File: src/rtl/definitions_pkg.sv
`default_nettype none
// ============================================================================
//  Module      : definitions_pkg
//  Description : Shared constants and types for the Canny stream transmitter.
//                IMAGE_WIDTH / IMAGE_HEIGHT give the default frame geometry;
//                tx_entry_t is one buffered pixel with its frame tags.
//  Revision    : 1.0  initial release
// ============================================================================
package definitions_pkg;

   localparam int IMAGE_WIDTH  = 640;
   localparam int IMAGE_HEIGHT = 480;
   localparam int PIXEL_W      = 8;

   // One buffered pixel: {eof, sof, eol, data}
   typedef struct packed {
      logic               eof;
      logic               sof;
      logic               eol;
      logic [PIXEL_W-1:0] data;
   } tx_entry_t;

endpackage
`default_nettype wire

File: src/rtl/sync_fifo.sv
`default_nettype none
// ============================================================================
//  Module      : sync_fifo
//  Description : Single-clock FIFO, parameterised width and depth (power of
//                two). The head entry is presented combinationally on dout;
//                there is no write-to-read bypass, so a pushed entry becomes
//                visible the cycle after it is written.
//  Ports       : clk, rst   - clock, asynchronous active-high reset
//                push, din  - write strobe / data (ignored while full)
//                pop, dout  - read strobe (ignored while empty) / head data
//                full, empty, count - occupancy from the registered count
//  Revision    : 1.0  initial release
// ============================================================================
module sync_fifo #(
   parameter int WIDTH = 11,
   parameter int DEPTH = 16
) (
   input  logic                     clk,
   input  logic                     rst,
   input  logic                     push,
   input  logic [WIDTH-1:0]         din,
   input  logic                     pop,
   output logic [WIDTH-1:0]         dout,
   output logic                     full,
   output logic                     empty,
   output logic [$clog2(DEPTH):0]   count
);

   localparam int c_addr_w = $clog2(DEPTH);
   localparam int c_cnt_w  = c_addr_w + 1;

   logic [WIDTH-1:0]    r_mem [DEPTH];
   logic [c_addr_w-1:0] r_wr_ptr;
   logic [c_addr_w-1:0] r_rd_ptr;
   logic [c_cnt_w-1:0]  r_count;
   logic                w_do_push;
   logic                w_do_pop;

   assign full      = (r_count == c_cnt_w'(DEPTH));
   assign empty     = (r_count == '0);
   assign count     = r_count;
   assign dout      = r_mem[r_rd_ptr];
   assign w_do_push = push && !full;
   assign w_do_pop  = pop && !empty;

   // Storage carries no reset; only pointers and count define validity.
   always_ff @(posedge clk) begin
      if (w_do_push) begin
         r_mem[r_wr_ptr] <= din;
      end
   end

   // Pointers wrap naturally because DEPTH is a power of two.
   always_ff @(posedge clk or posedge rst) begin
      if (rst) begin
         r_wr_ptr <= '0;
         r_rd_ptr <= '0;
         r_count  <= '0;
      end else begin
         if (w_do_push) begin
            r_wr_ptr <= r_wr_ptr + 1'b1;
         end
         if (w_do_pop) begin
            r_rd_ptr <= r_rd_ptr + 1'b1;
         end
         case ({w_do_push, w_do_pop})
            2'b10:   r_count <= r_count + 1'b1;
            2'b01:   r_count <= r_count - 1'b1;
            default: r_count <= r_count;
         endcase
      end
   end

endmodule
`default_nettype wire

File: src/rtl/canny_stream_tx.sv
`default_nettype none
// ============================================================================
//  Module      : canny_stream_tx
//  Description : Converts the Canny pipeline's valid-only edge stream into an
//                AXI-Stream master. Pixels are tagged with frame geometry
//                (sof/eol/eof), buffered in a FIFO and re-emitted through a
//                single output register honouring m_tready. Pixels arriving
//                while the FIFO is full are dropped and flagged.
//  Ports       : clk, rst                 - clock, async active-high reset
//                pixel_in, pixel_in_valid - incoming edge pixels (no ready)
//                m_tdata/m_tvalid/m_tready/m_tuser/m_tlast - AXI-Stream out
//                overflow                 - sticky drop indicator
//                frame_done               - pulse after the eof beat is taken
//                ovf_count                - drop counter, only when
//                                           CANNY_TX_OVF_COUNT_EN is defined
//  Revision    : 1.0  initial release
// ============================================================================
module canny_stream_tx
   import definitions_pkg::*;
#(
   parameter int FIFO_DEPTH = 16,
   parameter int IMG_WIDTH  = IMAGE_WIDTH,
   parameter int IMG_HEIGHT = IMAGE_HEIGHT
) (
   input  logic         clk,
   input  logic         rst,
   input  logic [7:0]   pixel_in,
   input  logic         pixel_in_valid,
   output logic [7:0]   m_tdata,
   output logic         m_tvalid,
   input  logic         m_tready,
   output logic         m_tuser,
   output logic         m_tlast,
   output logic         overflow,
   output logic         frame_done
`ifdef CANNY_TX_OVF_COUNT_EN
   ,
   output logic [15:0]  ovf_count
`endif
);

   localparam int c_col_w = $clog2(IMG_WIDTH);
   localparam int c_row_w = $clog2(IMG_HEIGHT + 1);
   localparam int c_cnt_w = $clog2(FIFO_DEPTH) + 1;
   localparam int c_ent_w = $bits(tx_entry_t);

   logic [c_col_w-1:0] r_col;
   logic [c_row_w-1:0] r_row;
   logic               w_col_last;
   logic               w_row_last;
   tx_entry_t          w_entry;
   tx_entry_t          w_head;
   tx_entry_t          r_out;
   logic               r_out_valid;
   logic               r_overflow;
   logic               r_frame_done;
   logic               w_full;
   logic               w_empty;
   logic [c_cnt_w-1:0] w_count;
   logic               w_push;
   logic               w_drop;
   logic               w_hs;
   logic               w_load;

   // ---------------------------------------------------------------------
   // Geometry counters advance on every valid pixel, dropped or not, so the
   // tags stay aligned with the true frame position after an overflow.
   // ---------------------------------------------------------------------
   assign w_col_last = (r_col == c_col_w'(IMG_WIDTH - 1));
   assign w_row_last = (r_row == c_row_w'(IMG_HEIGHT - 1));

   always_ff @(posedge clk or posedge rst) begin
      if (rst) begin
         r_col <= '0;
         r_row <= '0;
      end else if (pixel_in_valid) begin
         if (w_col_last) begin
            r_col <= '0;
            r_row <= w_row_last ? '0 : r_row + 1'b1;
         end else begin
            r_col <= r_col + 1'b1;
         end
      end
   end

   always_comb begin
      w_entry      = '0;
      w_entry.data = pixel_in;
      w_entry.sof  = (r_col == '0) && (r_row == '0);
      w_entry.eol  = w_col_last;
      w_entry.eof  = w_col_last && w_row_last;
   end

   // ---------------------------------------------------------------------
   // FIFO. Acceptance looks only at the registered count, so a push that
   // lands on a full FIFO is dropped even if a pop frees a slot that cycle.
   // ---------------------------------------------------------------------
   assign w_push = pixel_in_valid && (w_count < c_cnt_w'(FIFO_DEPTH));
   assign w_drop = pixel_in_valid && w_full;

   sync_fifo #(
      .WIDTH (c_ent_w),
      .DEPTH (FIFO_DEPTH)
   ) u_fifo (
      .clk   (clk),
      .rst   (rst),
      .push  (w_push),
      .din   (w_entry),
      .pop   (w_load),
      .dout  (w_head),
      .full  (w_full),
      .empty (w_empty),
      .count (w_count)
   );

   // ---------------------------------------------------------------------
   // Output register: refills when empty or when its beat is being taken.
   // ---------------------------------------------------------------------
   assign w_hs   = r_out_valid && m_tready;
   assign w_load = !w_empty && (!r_out_valid || m_tready);

   always_ff @(posedge clk or posedge rst) begin
      if (rst) begin
         r_out       <= '0;
         r_out_valid <= 1'b0;
      end else if (w_load) begin
         r_out       <= w_head;
         r_out_valid <= 1'b1;
      end else if (w_hs) begin
         r_out_valid <= 1'b0;
      end
   end

   always_ff @(posedge clk or posedge rst) begin
      if (rst) begin
         r_overflow   <= 1'b0;
         r_frame_done <= 1'b0;
      end else begin
         if (w_drop) begin
            r_overflow <= 1'b1;
         end
         r_frame_done <= w_hs && r_out.eof;
      end
   end

`ifdef CANNY_TX_OVF_COUNT_EN
   logic [15:0] r_ovf_count;

   always_ff @(posedge clk or posedge rst) begin
      if (rst) begin
         r_ovf_count <= '0;
      end else if (w_drop && (r_ovf_count != 16'hFFFF)) begin
         r_ovf_count <= r_ovf_count + 16'd1;
      end
   end

   assign ovf_count = r_ovf_count;
`endif

   assign m_tdata    = r_out.data;
   assign m_tuser    = r_out.sof;
   assign m_tlast    = r_out.eol;
   assign m_tvalid   = r_out_valid;
   assign overflow   = r_overflow;
   assign frame_done = r_frame_done;

endmodule
`default_nettype wire
File: config.mk
export PLATFORM = sky130hd
export DESIGN_NAME = canny_stream_tx
export DESIGN_NICKNAME = d
export VERILOG_FILES = /design/src/rtl/definitions_pkg.sv /design/src/rtl/sync_fifo.sv /design/src/rtl/canny_stream_tx.sv
export SDC_FILE = /design/constraint.sdc
export NUM_CORES = 1
export LEC_CHECK = 0
export CAP_MARGIN = 20
export CORE_MARGIN = 2
export CORE_UTILIZATION = 40
export DETAILED_ROUTE_END_ITERATION = 10
export GPL_TIMING_DRIVEN = 1
export SLEW_MARGIN = 5
export SYNTH_ARGS = -nofsm -noshare
export SYNTH_HDL_FRONTEND = slang
export SYNTH_HIERARCHICAL = 1
export SYNTH_SLANG_ARGS = --single-unit
File: constraint.sdc
create_clock -name clk -period 4.4 [get_ports clk]
set_clock_uncertainty 0.05 [all_clocks]
set_input_delay 0.66 -clock clk [delete_from_list [all_inputs] [get_ports clk]]
set_output_delay 0.66 -clock clk [all_outputs]
set_load 0.02 [all_outputs]
==> results.txt <==
The flow ran to the end, and the final reports show no timing, DRC or antenna violations. The root buffer cell chosen for the clock tree is sky130_fd_sc_hd__clkbuf_16. The CTS sink count is approximately 220. The slew of the pin with the lowest slew margin is ~1.0 ns. The area of the die came out at roughly 24000 sq um. The via count normalized by instance count is 5.43. The number of nets with antenna violations after routing came out at 0. The path with the worst hold slack has its endpoint at overflow.

The number of synthesized flops with an enable pin is about 180. Routed signal wires occupy layers up through met4. The final hold violation count came out at 0. The total wirelength of the detailed-routed design came out at between 15 and 20 mm.

The instance area at placement is slightly below 10000 sq um. The number of I/O port buffers is 24. The worst setup path is captured at a register.

The global route total overflow is 0. The sequential cells in the finished layout cover a total of approximately 6400 sq um. The initial detailed-routing violation count came out at about 450. The number of cells on the worst reg-to-reg path came out at 12.

The final instance area is about 10000 sq um. For this configuration, the core starts out at a cell density of 41.0%. The total vias in the final route came out at 4928. The met3 wirelength from detailed routing is roughly 900 um.

The worst path required time is between 4 and 5 ns. The total clock buffers created by CTS came out at 23. Entering global routing, the biggest net connects 43 pins. The total area inside the core boundary comes to between 20000 and 25000 sq um. The share of async-settable or async-resettable flops after synthesis came out at ~21%.

The tightest min-delay check is of the register to register type. The peak per-stage delay on the critical path is 0.63 ns. The site row count came out at 55.

Summed over all nets, the half-perimeter wirelength after detailed placement is between 10 and 15 mm. The top cell types in the final layout, fill and taps aside, are 176 x sky130_fd_sc_hd__edfxtp_1, 45 x sky130_fd_sc_hd__dfrtp_1, 34 x sky130_fd_sc_hd__mux2i_1, 33 x sky130_fd_sc_hd__nand2_1, 25 x sky130_fd_sc_hd__o21ai_0. The I/O pin count came out at 25. In the final routed layout, each cell accounts on average for approximately 21 um. The static leakage power came out at 3.74 nW. Leaving out fill and tap cells, the most frequent cell in the layout is sky130_fd_sc_hd__edfxtp_1. The sum of negative setup slack came out at 0 ns.

In the synthesized netlist the dominant register cell turns out to be sky130_fd_sc_hd__edfxtp_1. For this run, the number of Yosys warnings is 6. The synthesized area per cell came out at between 15 and 20 sq um. The worst hold path begins at overflow. The total power is about 6.5 mW. The maximum fanout count along the critical path came out at 9.

In this run the register-to-register setup slack is approximately 1.4 ns. The initial antenna violation count is 0. After filler insertion, the fill cell instance count of the layout stands at 1960.

The kind of critical path is input pin to register. Among cell families on the critical path, the largest total delay comes from simple AND/OR/NAND/NOR gates. After technology mapping, the gate count stands at 571. The smallest hold slack came out at between 0.4 and 0.5 ns. The final critical-path share of the clock period is 69.8%. The area of the mapped netlist is 9300 sq um. The die span in y is roughly 160 um. The wire length of the first global-routing pass came out at about 29 mm.

Setup repair after global routing left no endpoint under its margin. Subtracting the final worst setup slack from the clock period gives about 3.1 ns. The largest buffer count on any clock path is 3. The area of combinational cells with multiple inputs is about 2500 sq um. For this design the ratio of total power to cell area is approximately 620 nW/um^2. The flop and latch count out of synthesis came out at about 220. The worst hold path stage count came out at 1. The share of layout cells above drive strength 1 came out at about 16%. The first-pass iteration count of the detailed router is 5. The register area share after synthesis is between 60% and 70%. The congestion estimate from routability-driven global placement came to approximately 0.78. Measured against its own limit, the worst slew margin works out to 29.8%. The met2 routed wirelength is between 9 and 10 mm. The terminus of the critical flop-to-flop path is u_fifo/count[4].

The worst setup path is launched from an input pin. The fmax came out at about 330 MHz. The global-route usage over all layers came out at ~16%.

The final antenna diode count is 0. The number of global-route vias before repair is 5000. In this run the critical register-to-register path is launched from u_fifo/count[0]. Counting every net in the synthesized netlist gives 597. The total of endpoints with negative setup slack in the final report came out at 0. The maximum vdd drop is between 300 and 400 uV.

The insertion delay to the later sink of the worst-skew pair is 0.50 ns. Walking the worst path, the cells encountered are clkdlybuf4s50_1 > nor2b_1 > and2_1 > inv_1 > ha_1 > ha_1 > nor2b_1 > o21ai_1 > a21oi_1 > or3b_1 > xnor2_1. The area growth from synthesis to layout is 12.7%.

After clock tree synthesis, the setup repair step added 0 buffers. The final net count came out at 633. The detailed-route wire length on metal 1 is ~8.7 mm.

TritonCTS built the clock tree. The post-cts sizing count is 0. The number of pins exceeding their max-slew limit in the final report came to 0. The number of H-tree levels is 1. The floorplan die width came out at ~160 um. The count of hold buffers inserted by post-cts repair is 0. The signal arrival time at the worst endpoint came out at 3.41 ns.

The slowest stage of the critical path belongs to the cell sky130_fd_sc_hd__clkdlybuf4s50_1. The residual DRC count came out at 0. The clock-pin slew reported for the worst setup and hold paths after clock tree synthesis came out at about 0.06 ns. The distinct cell type count after synthesis came out at between 50 and 60.

The number of buffers and inverters on the critical path came out at 2. The tool flagged a number of max-cap violations equal to 0.
## state kept, by name, summed over array words and instances (netlist names), 4 cells and up
| name | flops |
|---|---|
| u_fifo/count | 5 |
| r_col | 10 |
| u_fifo/r_wr_ptr | 4 |
| m_tdata | 8 |
| u_fifo/r_rd_ptr | 4 |
| r_row | 9 |
| u_fifo/r_mem | 176 |
## layer usage
metal | vias to the layer above | global-route usage [%]
met2 | 123 | 26.8
met1 | 2523 | 22.2
li1 | 2252 | -
met5 | - | 0
met4 | 0 | 4.24
met3 | 30 | 2.30
## cell usage after synthesis, types with 3 or more instances
master	number	area share, %
sky130_fd_sc_hd__a221oi_2	8	1.3
sky130_fd_sc_hd__and4_1	4	0.38
sky130_fd_sc_hd__nor2_1	16	0.65
sky130_fd_sc_hd__nand3_1	10	0.54
sky130_fd_sc_hd__mux2i_1	34	3.7
sky130_fd_sc_hd__buf_6	10	1.2
sky130_fd_sc_hd__buf_1	4	0.16
sky130_fd_sc_hd__nand2_1	33	1.3
sky130_fd_sc_hd__o21ai_1	13	0.70
sky130_fd_sc_hd__xnor2_1	14	1.3
sky130_fd_sc_hd__nor2b_1	3	0.20
sky130_fd_sc_hd__buf_2	5	0.27
sky130_fd_sc_hd__ha_1	13	1.7
sky130_fd_sc_hd__a22oi_1	11	0.89
sky130_fd_sc_hd__xor2_1	4	0.38
sky130_fd_sc_hd__edfxtp_1	176	57
sky130_fd_sc_hd__mux2_1	11	1.3
sky130_fd_sc_hd__a221oi_1	3	0.28
sky130_fd_sc_hd__mux2_2	11	1.3
sky130_fd_sc_hd__buf_4	9	0.73
sky130_fd_sc_hd__o21ai_0	25	1.3
sky130_fd_sc_hd__and3_1	3	0.20
sky130_fd_sc_hd__dfrtp_1	46	12
sky130_fd_sc_hd__nor4_1	3	0.20
sky130_fd_sc_hd__clkbuf_1	6	0.24
sky130_fd_sc_hd__mux4_2	22	5.3
sky130_fd_sc_hd__a21oi_1	18	0.97
sky130_fd_sc_hd__inv_1	18	0.73
sky130_fd_sc_hd__nor3_1	7	0.38
sky130_fd_sc_hd__nand4_1	6	0.40
## report_power, final
group          internal (mW)  total (mW)  switching (mW)  leakage, nW
logic                  0.865        1.86           0.995         1.24
registers               2.52        2.84           0.323         2.17
clock network           1.01        1.78           0.765        0.328
## metrics by stage
stage,setup WS [ns],cells,util [%]
6_report,1.33,908,46.1
5_1_grt,1.20,908,46.1
4_1_cts,1.37,908,46.1
3_5_place_dp,0.849,867,43.2
3_3_place_gp,0.907,867,43.2
2_1_floorplan,1.40,571,-
## final cells by class
cell class	instances	area share (%)
Clock buffer	29	5.71
Clock inverter	12	0.752
Inverter	18	0.645
Multi-Input combinational cell	296	24.2
Sequential cell	222	61.4
Tap cell	285	3.40
Timing Repair Buffer	46	3.87
## how the worst max path moves through the flow
stage	startpoint	end	slack, ns	cells past startpoint
after floorplan	m_tready	u_fifo/count[4]	1.40	13
after global placement	pixel_in_valid	u_fifo/count[4]	0.91	11
after detailed placement	pixel_in_valid	u_fifo/count[4]	0.85	11
after CTS	u_fifo/count[0]	u_fifo/count[4]	1.37	12
after global routing	u_fifo/count[0]	u_fifo/count[4]	1.20	12
final	pixel_in_valid	u_fifo/count[4]	1.33	11
## cell families after synthesis
family | after synthesis | share of synthesized area, %
AO/OA/AOI/OAI | 84 | 5.95
multiplexers | 79 | 11.8
XOR/XNOR | 18 | 1.70
flip-flops | 222 | 69.2
adder cells (fa/ha/maj) | 14 | 1.96
AND/OR/NAND/NOR | 101 | 5.83
buffers and inverters | 53 | 3.55
Power figures use the tool's default switching activity.
